### config.mk
export PLATFORM = sky130hd
export DESIGN_NAME = scan_frame_scheduler
export DESIGN_NICKNAME = d
export VERILOG_FILES = /design/src/rtl/scan_pkg.sv /design/src/rtl/scan_settle_timer.sv /design/src/rtl/scan_frame_scheduler.sv
export SDC_FILE = /design/constraint.sdc
export NUM_CORES = 1
export LEC_CHECK = 0
export ABC_CLOCK_PERIOD_IN_PS = 1900
export BUFFER_PORTS_ARGS = -buffer_cell sky130_fd_sc_hd__buf_2
export CAP_MARGIN = 20
export CORE_UTILIZATION = 40
export CTS_CLUSTER_SIZE = 20
export DETAILED_ROUTE_END_ITERATION = 8
export GPL_ROUTABILITY_DRIVEN = 0
export GPL_TIMING_DRIVEN = 0
export SLEW_MARGIN = 20
export SYNTH_ARGS = -nofsm -noshare
export SYNTH_HDL_FRONTEND = slang
export SYNTH_SLANG_ARGS = --single-unit
### constraint.sdc
create_clock -name clk_in -period 1.9 [get_ports clk_in]
set_input_delay 0.095 -clock clk_in [delete_from_list [all_inputs] [get_ports clk_in]]
set_output_delay 0.095 -clock clk_in [all_outputs]
set_load 0.1 [all_outputs]
### src/rtl/scan_pkg.sv
// scan_pkg: shared state encoding and sample constants for the tactile-array scan scheduler.
package scan_pkg;
  localparam int SAMPLE_W = 12;
  localparam int TAXEL_CNT = 16 * 16;
  typedef enum logic [3:0] {
    IDLE,
    SETTLE,
    CONVERT,
    WAIT_ADC,
    WRITE,
    NEXT,
    FRAME_DONE,
    HANDOFF
  } scan_state_t;
endpackage

### src/rtl/scan_settle_timer.sv
// scan_settle_timer: loadable down-counter that parks at zero; done is high while the count is zero.
module scan_settle_timer #(
  parameter int W = 8
) (
  input  logic         clk,
  input  logic         rst_n,
  input  logic         load,
  input  logic [W-1:0] val,
  output logic         done
);
  logic [W-1:0] cnt;
  always_ff @(posedge clk or negedge rst_n)
    if (!rst_n) cnt <= '0;
    else if (load) cnt <= val;
    else if (cnt != '0) cnt <= cnt - 1'b1;
  assign done = cnt == '0;
endmodule

### src/rtl/scan_frame_scheduler.sv
// scan_frame_scheduler: walks every taxel through settle/convert/write into a ping-pong frame RAM
// and hands each finished bank to the UART.
module scan_frame_scheduler
  import scan_pkg::*;
#(
  parameter int SW_WIRE_CNT = 16,
  parameter int RD_WIRE_CNT = 16,
  parameter int SW_SETTLE   = 64,
  parameter int RD_SETTLE   = 8,
  parameter int ADC_TIMEOUT = 255,
  localparam int SWW = $clog2(SW_WIRE_CNT),
  localparam int RDW = $clog2(RD_WIRE_CNT),
  localparam int AW  = $clog2(SW_WIRE_CNT * RD_WIRE_CNT)
) (
  input  logic                clk_in,
  input  logic                rst_n_in,
  input  logic                scan_enable,
  output logic [SWW-1:0]      sw_sel,
  output logic                sw_drive,
  output logic [RDW-1:0]      rd_sel,
  output logic                adc_start,
  input  logic                adc_valid,
  input  logic [SAMPLE_W-1:0] adc_data,
  output logic                buf_wr_en,
  output logic [AW:0]         buf_wr_addr,
  output logic [SAMPLE_W-1:0] buf_wr_data,
  output logic                rd_bank,
  output logic                uart_active,
  input  logic                uart_done,
  output logic [15:0]         frame_count,
  output logic                adc_timeout
);
  localparam int TMAX = SW_SETTLE > RD_SETTLE ? (SW_SETTLE > ADC_TIMEOUT ? SW_SETTLE : ADC_TIMEOUT)
                                              : (RD_SETTLE > ADC_TIMEOUT ? RD_SETTLE : ADC_TIMEOUT);
  localparam int TW = $clog2(TMAX + 1);
  logic rst_meta, rst_n;
  scan_state_t state;
  logic wr_bank, rd_wrap, sw_wrap, tmr_load, tmr_done;
  logic [TW-1:0] tmr_val;
  // Reset asserts immediately but releases two clocks later, in step with clk_in.
  always_ff @(posedge clk_in or negedge rst_n_in)
    if (!rst_n_in) {rst_n, rst_meta} <= 2'b00;
    else {rst_n, rst_meta} <= {rst_meta, 1'b1};
  assign rd_bank = ~wr_bank;
  assign rd_wrap = rd_sel == RDW'(RD_WIRE_CNT - 1);
  assign sw_wrap = sw_sel == SWW'(SW_WIRE_CNT - 1);
  // Loads coincide with the edge that enters SETTLE or WAIT_ADC; the -1/-2 offsets make
  // adc_start rise exactly settle cycles after a select change and the timeout write land
  // ADC_TIMEOUT cycles after adc_start.
  always_comb begin
    tmr_load = ((state == IDLE || state == HANDOFF) && scan_enable) || state == NEXT || state == CONVERT;
    tmr_val  = state == CONVERT ? TW'(ADC_TIMEOUT - 2)
             : (state == NEXT && !rd_wrap) ? TW'(RD_SETTLE - 1) : TW'(SW_SETTLE - 1);
  end
  scan_settle_timer #(.W(TW)) u_timer (
    .clk  (clk_in),
    .rst_n(rst_n),
    .load (tmr_load),
    .val  (tmr_val),
    .done (tmr_done)
  );
  always_ff @(posedge clk_in or negedge rst_n)
    if (!rst_n) begin
      state       <= IDLE;
      sw_sel      <= '0;
      rd_sel      <= '0;
      sw_drive    <= 1'b0;
      adc_start   <= 1'b0;
      buf_wr_en   <= 1'b0;
      buf_wr_addr <= '0;
      buf_wr_data <= '0;
      wr_bank     <= 1'b0;
      uart_active <= 1'b0;
      frame_count <= '0;
      adc_timeout <= 1'b0;
    end else begin
      adc_start <= 1'b0;
      buf_wr_en <= 1'b0;
      if (uart_done) uart_active <= 1'b0;
      case (state)
        IDLE:
          if (scan_enable) begin
            state    <= SETTLE;
            sw_sel   <= '0;
            rd_sel   <= '0;
            sw_drive <= 1'b1;
          end
        SETTLE:
          if (tmr_done) begin
            state     <= CONVERT;
            adc_start <= 1'b1;
          end
        CONVERT: state <= WAIT_ADC;
        WAIT_ADC:
          if (adc_valid || tmr_done) begin
            state       <= WRITE;
            buf_wr_en   <= 1'b1;
            buf_wr_addr <= {wr_bank, AW'(sw_sel) * AW'(RD_WIRE_CNT) + AW'(rd_sel)};
            buf_wr_data <= adc_valid ? adc_data : '0;
            if (!adc_valid) adc_timeout <= 1'b1;
          end
        WRITE: state <= NEXT;
        NEXT: begin
          rd_sel <= rd_wrap ? '0 : rd_sel + 1'b1;
          if (rd_wrap) sw_sel <= sw_wrap ? '0 : sw_sel + 1'b1;
          state <= rd_wrap && sw_wrap ? FRAME_DONE : SETTLE;
          if (rd_wrap && sw_wrap) sw_drive <= 1'b0;
        end
        // Sees uart_active before any same-cycle uart_done clear, so the swap waits a cycle.
        FRAME_DONE:
          if (!uart_active) begin
            wr_bank     <= ~wr_bank;
            uart_active <= 1'b1;
            frame_count <= frame_count + 1'b1;
            state       <= HANDOFF;
          end
        HANDOFF: begin
          state    <= scan_enable ? SETTLE : IDLE;
          sw_drive <= scan_enable;
        end
        default: state <= IDLE;
      endcase
    end
endmodule

==> results.txt <==
The share of the synthesized area in the top cell type came out at 0.550. The signed area change from the synthesized netlist to the final layout came out at 33.2%. After detailed routing, the number of vias per cell comes to 4.97. For the post-route cell area, the log shows 0.00388 sq mm. After detailed routing, the total wire length is 6100 microns.

The placed wire-length estimate was 4090 microns. The run gives 0.550 as the fraction of the yosys area taken by sequential cells. For this run the aggregate overflow at the end of global routing stands at 0. The worst setup path is captured at a register.

TritonCTS built the clock tree. The routed design could run at a clock period as short as 1.79 ns. For the number of max-cap violations, the log shows 0.

The count of endpoints failing hold in the final timing report was 0. The clock-pin transition on the worst setup and hold timing paths came out at 0.07 ns. Setup repair after global routing left no endpoint under its margin. The start point of the worst min-delay path was uart_done. Routed length per instance: 13.5 microns. The placed cell area is 0.00342 sq mm. The type of element launching the critical path is a register. Yosys attributes the largest share of cell area to dfrtp_1 (55%), xnor2_1 (4.2%), a22o_1 (3.9%). Setup violations remaining at the end of the flow were counted as 0.

The classification of the worst setup path is reg -> reg. The overall die width is 87.3 microns, and the number of global-route vias before repair is 2157. The tools report the endpoint of the worst hold-timing path as uart_active. The core region is 0.00691 sq mm. Synthesis inferred 64 register bits.

In this run the static leakage power is 1.95 nW. The tools report the H-tree depth as 3. Traced cell by cell, the critical path runs through inv_2 -> ha_2 -> nor3b_4 -> and2_4 -> o21ai_4 -> buf_12 -> buf_8 -> mux2_4. Among all flip-flop cells after synthesis, the most frequent one is dfrtp_1.

Across the VDD grid, the largest voltage drop is 1.26 mV. The logs give 4 for the first-pass detailed-route iteration total and 0.11 ns for the flop-to-flop setup slack. The floorplan step defined a die boundary enclosing 0.00763 sq mm. The startpoint identified for the worst register-to-register timing path is u_timer.cnt[0]. Across all layers, the routed design uses 2242 vias. The run gives 0 as the antenna diode instance count. The max-slew violation count was 0. The run gives 0 as the residual antenna-violating net count after detailed routing.

Dividing total power by cell area gives a power density of 1820 mW/mm^2. The logs give 0.562 for the utilization of the core after routing and 0 for the total DRC errors in the routed layout. In this run the vertical extent of the chip is 87.3 microns.

Setup total negative slack: 0 ns. The count of cells in the finished layout, fillers not included, comes to 451. The cell family contributing the most delay on the critical path is simple AND/OR/NAND/NOR gates.

The logs give 0.00291 sq mm for the netlist area before placement and 68 for the count of pins on the block boundary. Counting distinct cell types in the post-synthesis netlist gives 45. During placement, the flow inserted port buffers numbering 67.

For this run, the slowest stage of the critical path takes 0.39 ns. The clock reaches the later pin of the worst-skew pair after 0.34 ns. After synthesis, the most frequently instantiated cells are dfrtp_1 (64), nand2_1 (16), nor2_1 (14), o21ai_0 (14), xnor2_1 (14). The average cell area after synthesis was 11.6 sq um; the final critical-path share of the clock period was 0.941. The initialized floorplan defines 30 standard-cell rows.

Entering global routing, the biggest net connects 49 pins. The run gives 274 as the number of nets in the synthesized netlist. The run finished with clean final reports. Yosys printed 0 warnings.

In this run, the number of DRC markers left after iteration 0 of detailed routing was 81. Cell with the most instances after synthesis: dfrtp_1. The initial antenna violation count is 0. The worst hold path was traced through 3 stages. The synthesized design contains 0 enable-type register cells. The effective utilization at floorplan was 0.422; the signal arrival time at the worst endpoint was 2.01 ns. The number of placed instances, taps included is 416. Counting the buffers created by CTS gives 9. The path class of the tightest hold or removal check is in -> reg.

The combined global-route utilization of all metal layers is 0.176, and the global-route wire length before repair is 10100 microns. Clock skew on the completed layout was measured at 0.00914 ns. The number of cells on the worst reg-to-reg path is 8. CTS saw 64 sinks.

The post-synthesis async set-or-reset flop share came out at 1.00. The number of buffers and inverters on the critical path was 3. Along the worst path, the maximum fanout reaches 7. The root buffer cell chosen for the clock tree is clkbuf_8. After technology mapping, the gate count stands at 252.

Derived from the worst setup path, the maximum achievable clock frequency is 560 MHz. The share of layout cells above drive strength 1 came out at 0.386. The tightest hold path in the finished design has a slack of 0.0204 ns.

Slowest cell on the critical path: dfrtp_1. The most area-hungry cell type in the Yosys netlist is dfrtp_1. The endpoint required time on the critical path was 2.13 ns. The tools report the worst flop-to-flop path endpoint as buf_wr_addr[4]. After the last flow step, the layout net total stands at 372. Counting along the longest clock path gives a buffer depth of 2.
-- report_power, final --
part / total, mW / switching, mW / internal, mW
combinational: 3.72 / 2.73 / 0.993
clock: 1.25 / 0.516 / 0.734
sequential: 2.10 / 0.340 / 1.76
total: 7.08 / 3.59 / 3.49
-- how the worst max path moves through the flow --
stage	start	to	depth (start not counted)
global route	u_timer.cnt[1]	buf_wr_addr[6]	8
detailed placement	u_timer.cnt[0]	buf_wr_addr[2]	8
finish	u_timer.cnt[0]	buf_wr_addr[4]	8
floorplan	frame_count[10]	frame_count[12]	4
global placement	u_timer.cnt[0]	buf_wr_addr[7]	8
CTS	u_timer.cnt[0]	buf_wr_addr[8]	9
-- placed cells by master, fill, tap and decap left out, types with 2 or more instances in the layout --
| cell type | synthesis | routed |
|---|---|---|
| o2bb2ai_1 | 2 | 2 |
| clkbuf_8 | 0 | 9 |
| dfrtp_2 | 0 | 15 |
| a21oi_1 | 8 | 8 |
| nor2b_1 | 2 | 2 |
| buf_16 | 0 | 2 |
| and3_1 | 5 | 5 |
| dfrtp_1 | 64 | 48 |
| xor2_1 | 7 | 7 |
| buf_2 | 4 | 70 |
| nand3_1 | 5 | 5 |
| mux2_4 | 7 | 7 |
| nor3_1 | 7 | 7 |
| bufinv_16 | 0 | 2 |
| clkbuf_1 | 2 | 3 |
| o21ai_0 | 14 | 14 |
| a21o_1 | 5 | 5 |
| a22o_1 | 13 | 13 |
| a31o_2 | 2 | 2 |
| ha_1 | 5 | 4 |
| dlygate4sd3_1 | 0 | 13 |
| nand2_1 | 16 | 16 |
| nor2_1 | 14 | 14 |
| nand4_1 | 6 | 6 |
| inv_1 | 11 | 9 |
| inv_2 | 0 | 2 |
| buf_12 | 0 | 2 |
| nand2b_1 | 5 | 5 |
| clkinv_2 | 0 | 3 |
| buf_4 | 1 | 5 |
| nor3b_1 | 3 | 2 |
| o22ai_1 | 3 | 3 |
| xnor2_1 | 14 | 14 |
| mux2_2 | 5 | 5 |
-- layer usage --
metal | GRT usage | wire length (microns)
met1 | 0.227 | 2840
met2 | 0.276 | 2830
met3 | 0.0379 | 314
met4 | 0.0939 | 116
met5 | 0 | 0
-- cell families (layout without fill, tap and decap cells) --
group / Yosys count / count (layout) / synth area share
AND/OR/NAND/NOR: 75 / 75 / 0.144
flip-flops: 64 / 64 / 0.550
AO/OA/AOI/OAI: 54 / 54 / 0.131
XOR/XNOR: 21 / 21 / 0.0631
buffers and inverters: 20 / 123 / 0.0339
multiplexers: 12 / 12 / 0.0554
adder cells (fa/ha/maj): 5 / 5 / 0.0215
other: 1 / 1 / 0.00129
-- worst reg2reg max path, cell delays in order (launching register included) --
cell and delay [ns]:
dfrtp_1 0.39, inv_2 0.07, ha_2 0.18, nor3b_4 0.18, and2_4 0.23, o21ai_4 0.08
buf_12 0.14, buf_8 0.13, mux2_4 0.29
-- final cells by class --
cell class | instances | area, sq um
fill | 631 | 3030
sequential | 64 | 1620
multi-input combinational | 168 | 1230
timing repair buffer | 88 | 594
clock buffer | 10 | 128
tap | 96 | 120
clock inverter | 6 | 83.8
buffer | 8 | 52.6
inverter | 11 | 41.3
-- state kept, by name, indices dropped and copies added, names as in the netlist, 3 cells and up --
register     cells
rd_sel           4
u_timer.cnt      8
buf_wr_addr      9
sw_sel           4
state            3
frame_count     16
buf_wr_data     12
-- metrics by stage --
step / setup slack [ns] / total power, mW
floorplan: 0.0517 / 5.05
finish: 0.113 / 7.08
global placement: -0.0519 / 5.59
CTS: 0.0151 / 7.08
detailed placement: -0.0317 / 5.64
global route: 0.0206 / 7.46
-- timing repair --
action | in CTS | in global routing
setup endpoints to repair | 7 | 26
hold buffers | 13 | 0
resized for setup | 6 | 6
pin swaps | 1 | 1
setup buffers | 5 | 1
endpoints found under the hold margin | 14 | 0
gates cloned | 1 | 0
No activity file was read; power rests on OpenSTA's default activity.
